`config.mk`:
```
export PLATFORM = sky130hd
export DESIGN_NAME = mcc_add_sequencer
export DESIGN_NICKNAME = d
export VERILOG_FILES = /design/src/rtl/mcc_pkg.sv /design/src/rtl/mcc_slice_adder.sv /design/src/rtl/mcc_add_sequencer.sv
export SDC_FILE = /design/constraint.sdc
export NUM_CORES = 1
export LEC_CHECK = 0
export CORE_MARGIN = 2
export CORE_UTILIZATION = 50
export DETAILED_ROUTE_END_ITERATION = 10
export GPL_TIMING_DRIVEN = 0
export PLACE_DENSITY = 0.79
export SLEW_MARGIN = 20
export SYNTH_ARGS = -nofsm -noshare
export SYNTH_HDL_FRONTEND = slang
export SYNTH_HIERARCHICAL = 1
export SYNTH_SLANG_ARGS = --single-unit
export TNS_END_PERCENT = 50
```
`constraint.sdc`:
```
create_clock -name clk -period 15.9 [get_ports clk]
set_input_delay 2.385 -clock clk [delete_from_list [all_inputs] [get_ports clk]]
set_output_delay 2.385 -clock clk [all_outputs]
set_load 0.01 [all_outputs]
```
`src/rtl/mcc_pkg.sv`:
```
// Shared types and constants for the sliced add sequencer.
// Optional subtract mode is enabled by MCC_ADD_SEQUENCER_SUB_EN.
package mcc_pkg;

    localparam int DEF_WIDTH = 64;
    localparam int DEF_SLICE = 16;

    typedef enum logic [1:0] {
        IDLE = 2'd0,
        RUN  = 2'd1,
        DONE = 2'd2
    } state_t;

    function automatic int beat_w(input int nbeats);
        int w;
        w = $clog2(nbeats);
        return (w < 1) ? 1 : w;
    endfunction

endpackage

```
`src/rtl/mcc_slice_adder.sv`:
```
// SLICE-bit combinational adder built from rippled 4-bit Manchester
// carry-chain groups (generate / propagate / kill per bit).
import mcc_pkg::*;

module mcc_slice_adder #(
    parameter int SLICE = DEF_SLICE
) (
    input  logic [SLICE-1:0] a,
    input  logic [SLICE-1:0] b,
    input  logic             ci,
    output logic [SLICE-1:0] s,
    output logic             co
);

    localparam int NGRP = SLICE / 4;

    logic [SLICE-1:0] g;
    logic [SLICE-1:0] p;
    logic [SLICE:0]   c;

    always_comb begin
        g    = a & b;
        p    = a ^ b;
        c    = '0;
        c[0] = ci;
        for (int k = 0; k < NGRP; k++) begin
            for (int i = 0; i < 4; i++) begin
                c[4*k+i+1] = g[4*k+i] | (p[4*k+i] & c[4*k+i]);
            end
        end
        s  = p ^ c[SLICE-1:0];
        co = c[SLICE];
    end

endmodule

```
`src/rtl/mcc_add_sequencer.sv`:
```
// Multi-cycle adder: one SLICE-bit slice reused over WIDTH/SLICE beats.
// Define MCC_ADD_SEQUENCER_SUB_EN to add the sub port (A - B mode).
import mcc_pkg::*;

module mcc_add_sequencer #(
    parameter int WIDTH = DEF_WIDTH,
    parameter int SLICE = DEF_SLICE
) (
    input  logic             clk,
    input  logic             rst_n,
    input  logic             in_valid,
    output logic             in_ready,
    input  logic [WIDTH-1:0] a,
    input  logic [WIDTH-1:0] b,
    input  logic             cin,
`ifdef MCC_ADD_SEQUENCER_SUB_EN
    input  logic             sub,
`endif
    output logic             out_valid,
    input  logic             out_ready,
    output logic [WIDTH-1:0] sum,
    output logic             cout
);

    localparam int NBEATS = WIDTH / SLICE;
    localparam int BW     = beat_w(NBEATS);
    localparam logic [BW-1:0] LAST = BW'(NBEATS - 1);

    state_t           state_q, state_d;
    logic [BW-1:0]    beat_q, beat_d;
    logic             carry_q, carry_d;
    logic [WIDTH-1:0] a_q, a_d;
    logic [WIDTH-1:0] b_q, b_d;
    logic [WIDTH-1:0] sum_q, sum_d;
    logic             cout_q, cout_d;
    logic             inv_b;

    logic [SLICE-1:0] sl_a;
    logic [SLICE-1:0] sl_b;
    logic [SLICE-1:0] sl_s;
    logic             sl_co;
    int               off;

`ifdef MCC_ADD_SEQUENCER_SUB_EN
    logic sub_q, sub_d;
    assign inv_b = sub_q;
`else
    assign inv_b = 1'b0;
`endif

    assign off  = int'(beat_q) * SLICE;
    assign sl_a = a_q[off +: SLICE];
    assign sl_b = b_q[off +: SLICE] ^ {SLICE{inv_b}};

    mcc_slice_adder #(
        .SLICE (SLICE)
    ) u_slice (
        .a  (sl_a),
        .b  (sl_b),
        .ci (carry_q),
        .s  (sl_s),
        .co (sl_co)
    );

    always_comb begin
        state_d = state_q;
        beat_d  = beat_q;
        carry_d = carry_q;
        a_d     = a_q;
        b_d     = b_q;
        sum_d   = sum_q;
        cout_d  = cout_q;
`ifdef MCC_ADD_SEQUENCER_SUB_EN
        sub_d   = sub_q;
`endif
        unique case (state_q)
            IDLE: begin
                if (in_valid) begin
                    a_d     = a;
                    b_d     = b;
                    beat_d  = '0;
                    state_d = RUN;
`ifdef MCC_ADD_SEQUENCER_SUB_EN
                    sub_d   = sub;
                    // two's-complement subtract: ~B plus a forced carry-in
                    carry_d = sub ? 1'b1 : cin;
`else
                    carry_d = cin;
`endif
                end
            end
            RUN: begin
                sum_d[off +: SLICE] = sl_s;
                carry_d             = sl_co;
                if (beat_q == LAST) begin
                    beat_d  = '0;
                    cout_d  = sl_co;
                    state_d = DONE;
                end else begin
                    beat_d = beat_q + 1'b1;
                end
            end
            DONE: begin
                if (out_ready) begin
                    state_d = IDLE;
                end
            end
            default: state_d = IDLE;
        endcase
    end

    always_ff @(posedge clk or negedge rst_n) begin
        if (!rst_n) begin
            state_q <= IDLE;
            beat_q  <= '0;
            carry_q <= 1'b0;
            a_q     <= '0;
            b_q     <= '0;
            sum_q   <= '0;
            cout_q  <= 1'b0;
`ifdef MCC_ADD_SEQUENCER_SUB_EN
            sub_q   <= 1'b0;
`endif
        end else begin
            state_q <= state_d;
            beat_q  <= beat_d;
            carry_q <= carry_d;
            a_q     <= a_d;
            b_q     <= b_d;
            sum_q   <= sum_d;
            cout_q  <= cout_d;
`ifdef MCC_ADD_SEQUENCER_SUB_EN
            sub_q   <= sub_d;
`endif
        end
    end

    assign in_ready  = (state_q == IDLE);
    assign out_valid = (state_q == DONE);
    assign sum       = sum_q;
    assign cout      = cout_q;

endmodule

```
Yosys cells after proc, flatten, opt, wreduce, memory -nomap -nowiden

Cells that the tools add are included.

Flip-flop bits (word level): 198
Word-level logic and storage cells: 70
Output and inout port bits: 67
Input port bits: 133

Muxes and demuxes: 10
Bitwise operators: 35
Equality and inequality tests: 6
Add/sub/neg operators: 2
Shift-type cells: 4
Reductions and logical operators: 6

Operator list:

| kind                                                   | count |
|---|---|
| variable part select 64 x 7 -> 16 bit                  | 2 |
| bitwise mux 64 bit                                     | 1 |
| variable shift 16 x 33 -> 64 bit, first input constant | 1 |
| variable part select 16 x 33 -> 64 bit                 | 1 |
| negator 6 -> 33 bit                                    | 1 |
| bitwise XOR 16 bit                                     | 2 |
| bitwise AND 1 bit                                      | 16 |
| bitwise AND 16 bit                                     | 1 |
| bitwise OR 1 bit                                       | 16 |
| 2-to-1 mux 2 bit                                       | 5 |
| one-hot mux 2 bit (3 select lines)                     | 1 |
| AND reduction 2 bit                                    | 3 |
| == test 2 bit, second input constant                   | 2 |
| inequality test 2 bit, second input constant           | 2 |
| one-hot mux 2 bit (2 select lines)                     | 1 |
| AND reduction 3 bit                                    | 1 |
| adder 2 x 1 -> 2 bit, second input constant            | 1 |
| == test 2 x 1 -> 1 bit, second input constant          | 1 |
| zero test 2 bit                                        | 1 |
| inequality test 2 x 1 -> 1 bit, second input constant  | 1 |
| one-hot mux 1 bit (2 select lines)                     | 1 |
| nonzero test 2 bit                                     | 1 |
| 2-to-1 mux 1 bit                                       | 1 |

Depth between registers and ports, before layout

Depth after elaboration: 35
Mapped depth: 25
Mapped depth without buffers: 23

Hierarchy

The synthesis kept the hierarchy.

Modules (own cells, without submodules):

| module            | instances | area each (µm²) | sequential area each (µm²) | cells an instance |
|---|---|---|---|---|
| mcc_add_sequencer | 1         | 8956.1          | 4954.8                     | 594 |
| mcc_slice_adder   | 1         | 357.8           | 0.0                        | 26 |

Worst setup path before layout

No wires, ideal clock.

Kind: register to register
From: reg beat_q[0]
To: reg sum_q[63], in the netlist sum[63]
Required time: 15817 ps
Slack: 8202 ps
Clock period less this slack: 7698 ps
Cell stages (with the launch flop): 26
Arrival time: 7615 ps
Cell sequence: dfrtp_1 > buf_6 > buf_2 > mux4_2 > inv_1 > fa_1 > inv_1 > fa_1 > fa_1 > fa_1 > fa_1 > fa_1 > fa_1 > fa_1 > fa_1 > fa_1 > fa_1 > fa_1 > fa_1 > fa_1 > fa_1 > inv_1 > fa_1 > inv_1 > nand2_1 > o21ai_0

Word-level cells in the longest chain between the ends: 35
Elaborated cells between the ends (all ways): 39
Classes of those cells: add/sub (1); shift (4); mux (1); bitwise (33)

RTL lines:

| element                                    | line                     | RTL |
|---|---|---|
| from (decl)                                | mcc_add_sequencer.sv:30  | `logic [BW-1:0] beat_q, beat_d;` |
| from (signal assigned)                     | mcc_add_sequencer.sv:126 | `beat_q <= beat_d;` |
| variable part select 64 x 7 -> 16 bit (*)  | mcc_add_sequencer.sv:53  | `assign sl_b = b_q[off +: SLICE] ^ {SLICE{inv_b}};` |
| named net sl_b[0]                          | mcc_add_sequencer.sv:39  | `logic [SLICE-1:0] sl_b;` |
| bitwise XOR 16 bit                         | mcc_slice_adder.sv:23    | `p = a ^ b;` |
| bitwise AND 1 bit                          | mcc_slice_adder.sv:28    | `c[4*k+i+1] = g[4*k+i] \| (p[4*k+i] & c[4*k+i]);` |
| bitwise OR 1 bit (*)                       | mcc_slice_adder.sv:28    |  |
| bitwise AND 1 bit (*)                      | mcc_slice_adder.sv:28    |  |
| bitwise OR 1 bit (*)                       | mcc_slice_adder.sv:28    |  |
| bitwise AND 1 bit (*)                      | mcc_slice_adder.sv:28    |  |
| [... 21 more ...]                          | --                       |  |
| bitwise AND 1 bit (*)                      | mcc_slice_adder.sv:28    |  |
| bitwise OR 1 bit (*)                       | mcc_slice_adder.sv:28    |  |
| bitwise AND 1 bit (*)                      | mcc_slice_adder.sv:28    |  |
| bitwise OR 1 bit (*)                       | mcc_slice_adder.sv:28    |  |
| bitwise XOR 16 bit (*)                     | mcc_slice_adder.sv:31    | `s = p ^ c[SLICE-1:0];` |
| named net sl_s[15]                         | mcc_add_sequencer.sv:40  | `logic [SLICE-1:0] sl_s;` |
| variable part select 16 x 33 -> 64 bit (*) | mcc_add_sequencer.sv:93  | `sum_d[off +: SLICE] = sl_s;` |
| bitwise mux 64 bit (*)                     | mcc_add_sequencer.sv:93  |  |
| to (signal assigned)                       | mcc_add_sequencer.sv:130 | `sum_q <= sum_d;` |
| to (decl)                                  | mcc_add_sequencer.sv:34  | `logic [WIDTH-1:0] sum_q, sum_d;` |

Mark *: on every way through the listed nets, which the timed path passes. The rest lies on a longest branch.
A chain may end at the register's enable or synchronous reset.

Worst setup path after layout

From: reg beat_q[1]
To: reg sum_q[63], in the netlist sum[63]

The elaborated chain is that of the path after synthesis.

==> impl_metrics.csv <==
group,metric,value,unit
pwr,pwr-share-comb,0.550,
timing,layout_worst_path_cycle_share,0.5414,
pwr,p_int,0.001793,W
drt,drtAntennaViolNets,0,
logic_synthesis,synth_top_flop_cell,"dfrtp_1",
clock_tree,ctsResizeCount,0,
grt,gr-total-overflow,0,
pwr,max-vdd-ir-drop,0.0001378,V
pwr,pwr-share-clk,0.143,
timing,final_hold_viol_count,0,
die,io-pin-count,200,
logic_synthesis,synth_top_area_cell,"dfrtp_1",
logic_synthesis,syn_area_per_cell,15.02,sq um
clock_tree,cts_root_buf,"clkbuf_16",
timing,finalCriticalPeriod,8.609,ns
clock_tree,post_cts_buffers,0,
logic_synthesis,syn-cell-area,0.009314,sq mm
worst_setup_path,critPathRequiredTime,16.24,ns
placed_design,numPortBuffers,199,
timing,setup_viol,0,
logic_synthesis,synth_edf_count,0,
die,die_y,140.5,um
clock_tree,clock_latency,0.44,ns
clock_tree,cts_buffers,17,
pwr,swShare,0.3824,
clock_tree,cts_buffer_depth,2,
pwr,leakage,5.229,nW
job,cap_viol_max_count,0,
final_layout,nFillCells,1243,
clock_tree,clkSinkCount,198,
final_layout,fin_cells,1081,
drt,vias,5916,
timing,drv_slew,0,
timing,rsz0062_at_grt,"false",
logic_synthesis,synth_common_cells,"dfrtp_1, mux2_4, nand2_1",
worst_setup_path,arrival,8.95,ns
placed_design,hpwlAfterDp,17.71,mm
timing,clock_skew,0.01680,ns
logic_synthesis,ys_ff_latch,198,
drt,routed.top_layer,"met5",
drt,drcViolationCount,0,
worst_setup_path,path_buf_inv,6,
grt,grt_pass1_vias,6467,
logic_synthesis,async_reset_ff_frac,1.000,
hold_path,hold_class,"flop to flop",
hold_path,hp-start,"sum[30]$_DFFE_PN0P_",
logic_synthesis,yosysUniqueCellTypes,32,
die,die_w,140.5,um
worst_setup_path,crit_path_end_kind,"flop",
drt,wl_met1,9.757,mm
logic_synthesis,synth_nets,774,
drt,wl_met3,1.503,mm
clock_tree,clkSlewWorstSetupHoldPaths,0.07,ns
grt,grt_max_degree,92,
placed_design,gp_congestion,0.8672,
worst_setup_path,cp_common_cell,"fa_1",
clock_tree,h-tree-depth,4,
die,core_area,0.01815,sq mm
pwr,p_switching,0.001111,W
drt,wl_per_cell,21.34,um
worst_setup_path,cp-startpoint,"beat_q[1]$_DFFE_PN0P_",
pwr,total_power,0.002904,W
placed_design,place_inst,1050,
worst_setup_path,critPathTopFamily,"adder cells",
die,initial_utilization,0.5132,
worst_setup_path,slowest_delay,0.59,ns
drt,routed_wl,23.07,mm
clock_tree,hold_buffers,0,
timing,worstMarginPinSlew,0.7326,ns
grt,grt_use_total,0.2454,
worst_setup_path,cp_max_fo,10,
logic_synthesis,synth_top_area_share,0.5320,
worst_setup_path,cpMaxStageDelayCell,"clkbuf_1",
logic_synthesis,syn_inst,620,
drt,dr_wl_met2,11.30,mm
logic_synthesis,synth_most_common_cell,"dfrtp_1",
pwr,powerDensity,237.7,mW/mm^2
worst_setup_path,crit_path_start_kind,"flop",
worst_setup_path,r2r_start,"beat_q[1]$_DFFE_PN0P_",
die,fp.dieArea,0.01974,sq mm
logic_synthesis,seq_area_frac_synth,0.5320,
drt,via_per_inst,5.473,
logic_synthesis,netlist_top_cells_area,"dfrtp_1, mux2_4, mux4_2, nand2_1, fa_1",
die,num_rows,49,
drt,dr.pass1.iters,5,
final_layout,drive_gt1_frac,0.2644,
timing,setup-tns-final,0,ns
logic_synthesis,yosysWarnings,6,
grt,grt_pass1_wl,36.65,mm
drt,drtIter0Drc,279,
final_layout,num-nets-final,994,
timing,fmax,116.2,MHz
final_layout,synthToLayoutAreaGrowth,31.15,%
clock_tree,cts_tree,"built",
timing,max-slew-margin-rel,0.5116,
outcome,status,"finished, final reports clean",
grt,antenna_found_initial,3,
worst_setup_path,crit_type,"flop to flop",
pwr,power_frac_seq,0.307,
timing,whs,0.4854,ns
per-stage QoR:
step                        util  setup slack [ns]  instance area, sq um
after detailed placement  0.6421             7.378                 11650
after CTS                 0.6730             7.310                 12210
after global placement    0.6388             4.771                 11590
after floorplan                -             8.202                  9314
final                     0.6731             7.291                 12220
after global routing      0.6730             7.068                 12210
cells in the final DEF (no fill, tap or decap), types with 4 or more instances in the layout:
cell	count
a22o_1	16
buf_6	8
inv_1	14
mux2_2	28
ha_1	5
buf_12	11
clkdlybuf4s50_1	198
clkbuf_1	13
o21ai_0	39
mux4_2	30
mux2_4	101
o21ai_1	12
dfrtp_1	198
nand2_1	100
clkbuf_8	4
buf_2	5
fa_1	16
clkbuf_16	17
logic make-up (layout without fill, tap and decap cells):
logic type                 count (synthesis)  count (layout)  synth area share
adders and majority gates                 21              21           0.04111
muxes                                    162             162            0.2759
buffers and inverters                     53             284           0.04903
AOI/OAI and AO/OA                         70              70           0.04460
and+or+nand+nor                          116             116           0.05736
other                                      0               1                 0
DFF                                      198             198            0.5320
state kept, by name (all words and copies together) (netlist names):
register / count
b_q: 64
a_q: 64
state_q: 2
cout: 1
sum: 64
beat_q: 2
carry_q: 1
final cells by class:
type                            count  area (sq um)  area share
Antenna cell                        1         2.502   0.0002049
Buffer                             39         404.1     0.03308
Clock buffer                       23         488.0     0.03995
Clock inverter                      7         72.57    0.005941
Inverter                           14         52.55    0.004302
Multi-Input combinational cell    369          3902      0.3195
Sequential cell                   198          4955      0.4056
Tap cell                          229         286.5     0.02346
Timing Repair Buffer              201          2052      0.1680
path summary, 6_finish.rpt:
check | slack (ns) | depth (start not counted) | end
worst max-delay path | 7.29 | 25 | sum[63]$_DFFE_PN0P_
worst min-delay path | 0.49 | 2 | sum[30]$_DFFE_PN0P_
worst max register to register | 7.29 | 25 | sum[63]$_DFFE_PN0P_
worst min register to register | 0.49 | 2 | sum[30]$_DFFE_PN0P_
max in group asynchronous | 13.38 | 2 | b_q[20]$_DFFE_PN0P_
min in group asynchronous | 1.80 | 1 | state_q[1]$_DFFE_PN0P_
worst min-delay path: cells and delay by family (launching register included):
kind               cells  cell delay (ns)
DFF                    1             0.34
AOI/OAI and AO/OA      1             0.06
and+or+nand+nor        1             0.05
power groups by stage:
stage / Combinational, W / Clock [W] / Sequential (W)
floorplan: 0.00101 / 0 / 0.000874
global placement: 0.00153 / 0 / 0.000883
detailed placement: 0.00158 / 0 / 0.000897
CTS: 0.00160 / 0.000419 / 0.000891
global route: 0.00171 / 0.000442 / 0.000919
finish: 0.00160 / 0.000415 / 0.000892
routing by layer:
layer  GRT usage  vias to the layer above
li1            -                     2623
met1      0.3213                     3015
met2      0.4107                      239
met4     0.07263                        4
met5           0                        -
met3     0.06051                       35
Note: power is estimated with default switching activity, not from simulation.
